[config.mk]
export PLATFORM = sky130hd
export DESIGN_NAME = systolic_feeder
export DESIGN_NICKNAME = d
export VERILOG_FILES = /design/src/rtl/systolic_feeder.sv
export SDC_FILE = /design/constraint.sdc
export NUM_CORES = 1
export LEC_CHECK = 0
export CAP_MARGIN = 25
export CORE_MARGIN = 4
export CORE_UTILIZATION = 50
export DETAILED_ROUTE_END_ITERATION = 16
export PLACE_DENSITY = 0.8
export SLEW_MARGIN = 20
export SYNTH_ARGS = -nofsm -noshare
export SYNTH_HDL_FRONTEND = slang
export SYNTH_SLANG_ARGS = --single-unit
[constraint.sdc]
create_clock -name clk -period 4.6 [get_ports clk]
set_clock_uncertainty 0.05 [all_clocks]
set_input_delay 0.92 -clock clk [delete_from_list [all_inputs] [get_ports clk]]
set_output_delay 0.92 -clock clk [all_outputs]
set_load 0.05 [all_outputs]
[src/rtl/systolic_feeder.sv]
// Front-end feeder for an N x N systolic array: loads N weight rows, then streams
// activation vectors into the left edge with a per-row skew of r+1 cycles.
module systolic_feeder #(
    parameter int unsigned D_W    = 8,
    parameter int unsigned N      = 3,
    parameter int unsigned ADDR_W = 8
) (
    input  logic                clk,
    input  logic                rst,
    input  logic                start,
    input  logic [ADDR_W-1:0]   w_base,
    input  logic [ADDR_W-1:0]   a_base,
    input  logic [ADDR_W-1:0]   num_vec,
    output logic                mem_rd_en,
    output logic [ADDR_W-1:0]   mem_addr,
    input  logic [N*D_W-1:0]    mem_rdata,
    output logic                load_w,
    output logic [1:0]          load_idx,
    output logic [N*D_W-1:0]    w_in_bus,
    output logic [N*D_W-1:0]    b_in_bus,
    output logic                busy,
    output logic                done
);

    localparam int unsigned BUS_W = N * D_W;

    typedef enum logic [1:0] {
        IDLE   = 2'd0,
        LOADW  = 2'd1,
        STREAM = 2'd2,
        DRAIN  = 2'd3
    } state_t;

    state_t              state;
    logic [ADDR_W-1:0]   w_base_q;
    logic [ADDR_W-1:0]   a_base_q;
    logic [ADDR_W-1:0]   num_q;
    logic [ADDR_W-1:0]   cnt;
    logic                act_valid;
    logic [D_W-1:0]      dl [N][N];

    // Sequencer: cnt indexes weight rows in LOADW, vectors in STREAM, drain cycles in DRAIN.
    always_ff @(posedge clk or posedge rst) begin
        if (rst) begin
            state     <= IDLE;
            w_base_q  <= '0;
            a_base_q  <= '0;
            num_q     <= '0;
            cnt       <= '0;
            mem_rd_en <= 1'b0;
            mem_addr  <= '0;
            load_w    <= 1'b0;
            load_idx  <= '0;
            busy      <= 1'b0;
            done      <= 1'b0;
            act_valid <= 1'b0;
        end else begin
            mem_rd_en <= 1'b0;
            mem_addr  <= '0;
            load_w    <= 1'b0;
            load_idx  <= '0;
            done      <= 1'b0;
            act_valid <= 1'b0;
            case (state)
                IDLE: begin
                    // A start coinciding with the done pulse is deliberately dropped.
                    if (start && !done) begin
                        w_base_q  <= w_base;
                        a_base_q  <= a_base;
                        num_q     <= num_vec;
                        cnt       <= '0;
                        state     <= LOADW;
                        mem_rd_en <= 1'b1;
                        mem_addr  <= w_base;
                        busy      <= 1'b1;
                    end
                end
                LOADW: begin
                    load_w   <= 1'b1;
                    load_idx <= 2'(cnt);
                    if (cnt == ADDR_W'(N - 1)) begin
                        cnt <= '0;
                        if (num_q != '0) begin
                            state     <= STREAM;
                            mem_rd_en <= 1'b1;
                            mem_addr  <= a_base_q;
                        end else begin
                            state <= DRAIN;
                        end
                    end else begin
                        cnt       <= cnt + ADDR_W'(1);
                        mem_rd_en <= 1'b1;
                        mem_addr  <= w_base_q + cnt + ADDR_W'(1);
                    end
                end
                STREAM: begin
                    act_valid <= 1'b1;
                    if (cnt == num_q - ADDR_W'(1)) begin
                        cnt   <= '0;
                        state <= DRAIN;
                    end else begin
                        cnt       <= cnt + ADDR_W'(1);
                        mem_rd_en <= 1'b1;
                        mem_addr  <= a_base_q + cnt + ADDR_W'(1);
                    end
                end
                DRAIN: begin
                    if (cnt == ADDR_W'(N)) begin
                        cnt   <= '0;
                        state <= IDLE;
                        busy  <= 1'b0;
                        done  <= 1'b1;
                    end else begin
                        cnt <= cnt + ADDR_W'(1);
                    end
                end
                default: state <= IDLE;
            endcase
        end
    end

    // Per-row skew lines; row r is tapped at stage r, giving r+1 cycles of delay.
    always_ff @(posedge clk or posedge rst) begin
        if (rst) begin
            for (int r = 0; r < int'(N); r++) begin
                for (int s = 0; s < int'(N); s++) begin
                    dl[r][s] <= '0;
                end
            end
        end else begin
            for (int r = 0; r < int'(N); r++) begin
                dl[r][0] <= act_valid ? mem_rdata[r*D_W +: D_W] : '0;
                for (int s = 1; s < int'(N); s++) begin
                    dl[r][s] <= dl[r][s-1];
                end
            end
        end
    end

    always_comb begin
        b_in_bus = '0;
        for (int r = 0; r < int'(N); r++) begin
            b_in_bus[r*D_W +: D_W] = dl[r][r];
        end
    end

    // SRAM data arrives in the same cycle as the registered load strobe, so it is gated, not registered.
    assign w_in_bus = load_w ? mem_rdata : BUS_W'(0);

endmodule

# Word level (Yosys, flattened, before mapping)
# Index checks and enable logic that the tools add are counted.
[classes] add_sub_neg=6 eq_ne=10 n_mux=33 n_reduce_logical=8
[op_table] operator="8-bit two-way mux" count=11
[op_table] operator="8-bit one-hot mux with 4 select lines" count=1
[op_table] operator="8-bit by 1-bit adder with 8-bit output, second input constant" count=3
[op_table] operator="24-bit two-way mux" count=1
[op_table] operator="8-bit one-hot mux with 3 select lines" count=1
[op_table] operator="8-bit adder" count=2
[op_table] operator="8-bit by 2-bit == test with 1-bit output, second input constant" count=2
[op_table] operator="1-bit two-way mux" count=11
[op_table] operator="2-bit two-way mux" count=5
[op_table] operator="8-bit == test" count=1
[op_table] operator="2-bit != test, second input constant" count=4
[op_table] operator="2-bit one-hot mux with 4 select lines" count=1
[op_table] operator="8-bit nonzero test" count=1
[op_table] operator="8-bit by 1-bit subtractor with 8-bit output, second input constant" count=1
[op_table] operator="2-bit == test, second input constant" count=2
[op_table] operator="4-bit AND reduction" count=1
[op_table] operator="1-bit one-hot mux with 3 select lines" count=1
[op_table] operator="3-bit AND reduction" count=1
[op_table] operator="2-bit by 1-bit == test with 1-bit output, second input constant" count=1
[op_table] operator="2-bit logical NOT" count=1
[op_table] operator="1-bit one-hot mux with 2 select lines" count=1
[op_table] operator="2-bit AND reduction" count=1
[op_table] operator="2-bit nonzero test" count=1
[op_table] operator="1-bit logical AND" count=1
[op_table] operator="1-bit logical NOT" count=1
[word_totals] ff_bits=97 inputBits=51 output_inout_bits=62 elab_cells=75

# Depth between registers and ports, before layout
# Gate-level depths: netlist (run 1).
[logic_depth] word_depth=4 mapped_depth=11 depth_no_buf=11

# Least setup slack after synthesis (run 1)
# Ideal clock, no wire load.
[synth_path] path_type="flip-flop to flip-flop" start="register num_q[2]" end="register state[1]" setup_time_ns=0.125 arrival_time_ns=2.162 required_ns=4.425 path_slack_ns=2.263 path_stages_with_launch=9 path_buffers=1 synth_period_minus_slack_ns=2.337 cell_sequence="dfrtp_1 > buf_6 > or4_4 > nor4_2 > nand2_1 > nand3_2 > a21boi_4 > or3_4 > mux2_4"
[synth_between] elab_chain_cells=4
[synth_rtl] element="from (decl)" line="37" text="logic [ADDR_W-1:0] num_q;"
[synth_rtl] element="from (signal assigned)" line="70" text="num_q <= num_vec;"
[synth_rtl] element="8-bit by 1-bit subtractor with 8-bit output" line="98" text="if (cnt == num_q - ADDR_W'(1)) begin"
[synth_rtl] element="8-bit == test" line="98"
[synth_rtl] element="2-bit != test (no source line)"
[synth_rtl] element="4-bit AND reduction (no source line)"
[synth_rtl] element="to (signal assigned)" line="100" text="state <= DRAIN;"
[synth_rtl] element="to (signal assigned)" line="110" text="state <= IDLE;"
[synth_rtl] element="to (signal assigned)" line="117" text="default: state <= IDLE;"
[synth_rtl] element="to (decl)" line="34" text="state_t state;"
# No other way between the ends.
# A chain may end at the register's enable or synchronous reset.

# Worst setup path in the final report (run 1)
[layout_path] start="input mem_rdata[7]" end="output w_in_bus[7]"
[layout_between] elab_chain_cells=1
[layout_rtl] element="from (decl)" line="16" text="input logic [N*D_W-1:0] mem_rdata,"
[layout_rtl] element="24-bit two-way mux" line="148" text="assign w_in_bus = load_w ? mem_rdata : BUS_W'(0);"
[layout_rtl] element="to (decl)" line="19" text="output logic [N*D_W-1:0] w_in_bus,"
# No other way between the ends.

==> summary.txt, run 1 <==
Placed design
  • Half-perimeter wire length after placement: 7858 um
  • Placed cell areas: 5831 um2
  • Port Buffers: 112
  • Gpl congestion: 0.8558

Synthesis
  • Gate Count Post-Synth: 477
  • Seq/Total Area, Yosys: 50.75%
  • Share of synthesized registers carrying an async set or reset: 100.0%
  • Synth Area per Inst: 10.03 um2
  • Most frequent cell after synthesis: dfrtp_1
  • Yosys reg bits: 97
  • Number of flops mapped to enable cells by yosys: 0
  • Post-synth cell types: 53
  • Netlist Area Pre-Place: 4783 um2
  • Synth area leaders: dfrtp_1 (51%), and2_1 (6.7%), nand2_1 (6.4%), ha_1 (6.3%), buf_4 (3.8%)
  • Top cell type's share of synthesized area: 50.75%
  • Synth Warn #: 0
  • Syn Nets: 554
  • Post-synth top area cell: dfrtp_1
  • Top cells by count, synth: dfrtp_1 (97), nand2_1 (82), and2_1 (51), buf_4 (24), ha_1 (24)
  • Post-synth top flop: dfrtp_1

Drt
  • Iteration-0 DRC Markers: 240
  • DRC viols: 0
  • Routed len/inst: 15.33 um
  • Top sig layer: met4
  • Vias per cell: 5.210
  • Final WL: 10,640 um
  • Vias: 3,616
  • ANT nets after route: 0
  • Met1 WL: 4575 um
  • Met2 routed WL: 5046 um
  • First-pass iteration count of the detailed router: 5
  • Met3 Routed Length: 789 um

Pwr
  • Total power: 3797 uW
  • Worst vdd ir: 251.5 uV
  • Leak: 0.002794 uW
  • Power per Cell Area: 631.3 nW/um2

STA
  • Final Max Slew Viols: 0
  • Worst-Margin Slew: 884.4 ps
  • Setup violators final: 0
  • F_max: 0.3019 GHz
  • Tmin final: 3312 ps
  • Relative slew slack: 40.98%
  • Tcrit/Tclk final: 72.00%
  • Final setup TNS: 0 ps
  • Hold Fails Final Rpt: 0
  • RSZ-0062 raised after global routing: no

Worst setup path
  • Top delay family on crit path: buffers and inverters
  • Cell Chain, Critical Path: clkdlybuf4s50_1, and2_1, clkdlybuf4s50_1
  • Required time worst endpoint: 3630 ps
  • Worst setup EP type: output port
  • Critical path buffer and inverter count: 2
  • FF-to-FF path depth: 7
  • Critical path's slowest cell: clkdlybuf4s50_1
  • Most used cell, CP: clkdlybuf4s50_1
  • Worst Setup Start Kind: input port
  • Worst EP arrival: 2340 ps
  • Critical path depth: 3
  • CP peak stage delay: 810 ps
  • Crit path max fanout: 2
  • Worst Setup Path Type: in2out

Die
  • Chip width: 105.8 um
  • Die area: 11,200 um2
  • FP Rows: 35
  • Die Y: 105.8 um
  • CORE AREA: 9284 um2
  • Starting Density: 51.52%
  • # IOs: 113

Finish
  • Register Area: 2427 um2
  • Share of layout cells above drive strength 1: 5.310%
  • Final Util: 64.78%
  • Final Cell Area: 6015 um2
  • P&R area growth vs syn: 25.74%
  • Final net count: 637
  • Filler instances: 769
  • Area of the multi-input gates: 2037 um2
  • Ant. Diodes: 0

Global routing
  • Final global-route overflow total: 0
  • Total GRT Usage: 19.29%
  • Largest net degree at the start of global routing: 49
  • Vias in the first global route: 3,597
  • Initial antenna violation count: 0
  • First-pass GRT wire length: 17,350 um

Min path
  • HP Class: reg2reg
  • Hold path depth: 0

Clocking
  • CTS tree: built
  • Max Root-Sink Buffers: 2
  • Worst-Skew Late Latency: 360 ps
  • Resized cells post-CTS: 0
  • Clock transition at path regs: 90 ps
  • Clock Sinks: 97
  • Hold_buf cts: 0
  • Number of setup buffers added after CTS: 0
  • H-tree Lvls: 3
  • TritonCTS buffer count: 9
  • Root Buffer: clkbuf_8

Job
  • Max-Cap Viols: 0

Outcome
  • Outcome: finished, final reports clean
## path summary, 6_finish.rpt
kind	slack (ps)	start	to
worst max-delay path	1290	mem_rdata[7]	w_in_bus[7]
worst min-delay path	310	dl[13]	b_in_bus[21]
worst max register to register	1710	cnt[2]	cnt[5]
worst min register to register	310	dl[13]	b_in_bus[21]
max in group asynchronous	2530	rst	b_in_bus[22]
min in group asynchronous	940	rst	mem_addr[2]
## worst register-to-register path, delay by kind of cell, from the launching register on
family / cells / cell delay [ps]
AOI/OAI and AO/OA: 4 / 1070
DFF: 1 / 510
and+or+nand+nor: 3 / 1150
## layout by cell type (no fill, tap or decap), types with 12 or more instances in the layout
| cell | netlist | routed |
|---|---|---|
| nand2_1 | 82 | 82 |
| clkdlybuf4s50_1 | 0 | 112 |
| a21oi_1 | 12 | 12 |
| o21ai_1 | 12 | 12 |
| and2_1 | 51 | 51 |
| o21ai_0 | 14 | 14 |
| ha_1 | 24 | 24 |
| inv_1 | 16 | 15 |
| dfrtp_1 | 97 | 97 |
| nor2_1 | 23 | 22 |
| xnor2_1 | 16 | 16 |
## sequential cells by signal, indices dropped and copies added, names as in the netlist, 2 cells and up
| name | flops |
|---|---|
| a_base_q | 8 |
| b_in_bus | 24 |
| cnt | 8 |
| dl | 24 |
| load_idx | 2 |
| mem_addr | 8 |
| num_q | 8 |
| state | 2 |
| w_base_q | 8 |
## cell families after synthesis
kind of cell | after synthesis | synth area share, %
XOR/XNOR | 22 | 4.028
AND/OR/NAND/NOR | 201 | 21.11
flip-flops | 97 | 50.75
AO/OA/AOI/OAI | 69 | 9.522
adder cells (fa/ha/maj) | 26 | 7.115
multiplexers | 3 | 0.7585
buffers and inverters | 59 | 6.722
## stage by stage
step / worst slack (ps) / hold slack (ps) / std cells
after floorplan: 1096 / 281.2 / 477
after global placement: 1289 / 281.5 / 678
after detailed placement: 1284 / 284.7 / 678
after CTS: 1277 / 308.0 / 694
after global routing: 1250 / 312.4 / 694
final: 1288 / 305.9 / 694
## routing by layer
metal,vias up,global-route usage [%]
li1,1720,-
met1,1711,24.64
met2,161,32.47
met3,24,3.613
met4,0,7.586
met5,-,0
## final cells by class
cell class                      count  share of cell area, %
Inverter                           16                  1.019
Tap cell                          129                  2.684
Clock inverter                      7                 0.9985
Sequential cell                    97                  40.36
Timing Repair Buffer              115                  19.01
Clock buffer                        9                  2.059
Multi-Input combinational cell    321                  33.87
## report_power, final
part           internal, uW  total (uW)  switching (uW)
Combinational           758        1950            1190
Sequential             1100        1320             224
Clock                   207         523             316
Power figures use the tool's default switching activity.
==> inputs of run 2 (changes only) <==
--- a/config.mk
+++ b/config.mk
@@ -7,9 +7,9 @@
 export LEC_CHECK = 0
 export CAP_MARGIN = 25
 export CORE_MARGIN = 4
-export CORE_UTILIZATION = 50
+export CORE_UTILIZATION = 45
 export DETAILED_ROUTE_END_ITERATION = 16
-export PLACE_DENSITY = 0.8
+export PLACE_DENSITY = 0.76
 export SLEW_MARGIN = 20
 export SYNTH_ARGS = -nofsm -noshare
 export SYNTH_HDL_FRONTEND = slang
==> constraint.sdc (replaced) <==
create_clock -name clk -period 2.7 [get_ports clk]
set_clock_uncertainty 0.05 [all_clocks]
set_input_delay 0.54 -clock clk [delete_from_list [all_inputs] [get_ports clk]]
set_output_delay 0.54 -clock clk [all_outputs]
set_load 0.05 [all_outputs]
==> summary.txt, run 2 (same netlist as run 1, synthesis figures left out) <==
Finish
  • Share of layout cells above drive strength 1: 11.03% (+5.7 points)
  • Commonest non-fill, non-tap cell in the layout: dfrtp_1
  • Ant. Diodes: 0 (unchanged)
  • Filler instances: 862 (+12%)
  • Most frequent cells in the layout: dfrtp_1 (96), clkdlybuf4s50_1 (88), nand2_1 (82)
  • Final net count: 643 (+0.94%)
  • P&R area growth vs syn: 26.52%

Drt
  • Final WL: 10,950 um (+2.9%)
  • DRC viols: 0 (unchanged)
  • Iteration-0 DRC Markers: 272 (+13%)
  • Vias per cell: 5.140 (-1.4%)
  • Routed len/inst: 15.48 um (+1.0%)
  • Vias: 3,634 (+0.50%)
  • ANT nets after route: 0 (unchanged)
  • First-pass iteration count of the detailed router: 4 (-1)

Clocking
  • Number of setup buffers added after CTS: 0 (unchanged)
  • Root Buffer: clkbuf_8
  • Hold_buf cts: 0 (unchanged)
  • Worst-Skew Late Latency: 370 ps (about the same)
  • CTS tree: built
  • Resized cells post-CTS: 0 (unchanged)
  • TritonCTS buffer count: 9 (unchanged)
  • Clock Sinks: 97 (unchanged)
  • H-tree Lvls: 3 (unchanged)
  • Max Root-Sink Buffers: 2 (unchanged)
  • Clock transition at path regs: 100 ps (about the same)

STA
  • Setup ws final: 160.1 ps (-1128 ps)
  • Final setup TNS: 0 ps (unchanged)
  • RSZ-0062 raised after global routing: no
  • F_max: 0.3937 GHz
  • Final Max Slew Viols: 0 (unchanged)
  • Tcrit/Tclk final: 94.07%
  • Relative slew slack: 55.20% (+14 points)
  • Hold Fails Final Rpt: 0 (unchanged)
  • Setup violators final: 0 (unchanged)
  • Worst-Margin Slew: 670.6 ps (-213.8 ps)
  • Tmin final: 2540 ps

Pwr
  • Comb pwr share: 52.1% (+0.7 points)
  • Sw Pwr: 2999 uW (+73%)
  • Sw Share: 45.83% (+0.20 points)
  • Clk pwr share: 13.9% (about the same)
  • Cell-internal power: 3544 uW (+72%)
  • Power per Cell Area: 1081 nW/um2 (+71%)
  • Reg power frac: 34.1% (-0.7 points)
  • Worst vdd ir: 427.6 uV (+70%)
  • Leak: 0.002878 uW (+3.0%)

Job
  • Max-Cap Viols: 0 (unchanged)

Worst setup path
  • Worst EP arrival: 2780 ps (+440 ps)
  • Most used cell, CP: inv_1
  • CP peak stage delay: 460 ps (-350 ps)
  • Worst Setup Start Kind: flip-flop
  • Critical path's slowest cell: dfrtp_2
  • Worst Setup Path Type: reg2reg
  • Crit path max fanout: 7 (+5)
  • Worst setup EP type: flip-flop
  • Reg-to-reg slack, setup: 160 ps (-1550 ps)
  • Required time worst endpoint: 2940 ps (-690 ps)
  • Cell Chain, Critical Path: inv_1, ha_1, inv_1, fa_1, a21oi_2, nor2_1, a211o_1, a21oi_1, xnor2_1, nand2_1, a31oi_1

Die
  • CORE AREA: 10,320 um2 (+11%)
  • Die area: 12,340 um2 (+10%)
  • Die Y: 111.1 um (+5.0%)
  • Starting Density: 46.33% (-5.2 points)
  • # IOs: 113 (unchanged)
  • Chip width: 111.1 um (+5.0%)
  • FP Rows: 37 (+5.7%)

Global routing
  • Total GRT Usage: 17.80% (-1.5 points)
  • Final global-route overflow total: 0 (unchanged)
  • First-pass GRT wire length: 17,760 um (+2.4%)
  • Vias in the first global route: 3,504 (-2.6%)
  • Largest net degree at the start of global routing: 39 (-20%)
  • Initial antenna violation count: 0 (unchanged)

Placed design
  • Gpl congestion: 0.9350 (+9.3%)
  • Half-perimeter wire length after placement: 8256 um (+5.1%)
  • Port Buffers: 112 (unchanged)
  • Pre-CTS WS: 173.0 ps (-1111 ps)

Outcome
  • Outcome: finished, final reports clean

Min path
  • HP Class: reg2reg
run 2: worst max-delay path, delay by kind of cell, from the launching register on:
| kind | cells | cell delay (ps) |
|---|---|---|
| buffers and inverters | 2 | 200 |
| adder cells (fa/ha/maj) | 2 | 620 |
| XOR/XNOR | 1 | 140 |
| AO/OA/AOI/OAI | 4 | 850 |
| AND/OR/NAND/NOR | 2 | 140 |
| flip-flops | 1 | 460 |
run 2: metal layers:
layer	up-vias	wire length [um]	track usage, %
li1	1746	-	-
met2	154	5150	28.52
met3	14	866	4.640
met1	1720	4775	24.22
met5	-	0	0
met4	0	155	4.623
run 2: power by group through the flow:
stage               Sequential (uW)  Clock [uW]  Combinational, uW
finish                         2230         906               3410
detailed placement             2260           0               3380
floorplan                      2320           0               2410
global route                   2290        1000               3710
CTS                            2230         932               3400
global placement               2230           0               3300
run 2: worst paths after layout:
kind | startpoint | endpoint | depth (start not counted)
setup / recovery | cnt[0] | mem_addr[6] | 11
hold / removal | dl[12] | b_in_bus[20] | 0
setup reg to reg | cnt[0] | mem_addr[6] | 11
hold reg to reg | dl[12] | b_in_bus[20] | 0
max in group asynchronous | rst | cnt[0] | 3
min in group asynchronous | rst | mem_addr[3] | 2
run 2: layout make-up:
type,instances,area (um2),area share (%)
multi-input combinational,321,2043,33.76
timing repair buffer,121,1154,19.06
clock inverter,7,68.82,1.137
clock buffer,9,123.9,2.047
inverter,16,63.81,1.054
sequential,97,2429,40.13
tap,136,170.2,2.812
run 2: through the flow:
| stage | util, % | total power, uW | hold slack, ps | cells | cell area, um2 |
|---|---|---|---|---|---|
| 3_5_place_dp | 56.68 | 5636 | 284.7 | 691 | 5852 |
| 4_1_cts | 58.55 | 6564 | 303.1 | 707 | 6045 |
| 3_3_place_gp | 56.68 | 5534 | 281.6 | 691 | 5852 |
| 5_1_grt | 58.62 | 7000 | 302.9 | 707 | 6052 |
| 6_report | 58.62 | 6543 | 300.3 | 707 | 6052 |
| 2_1_floorplan | - | 4730 | 281.2 | 477 | 4787 |
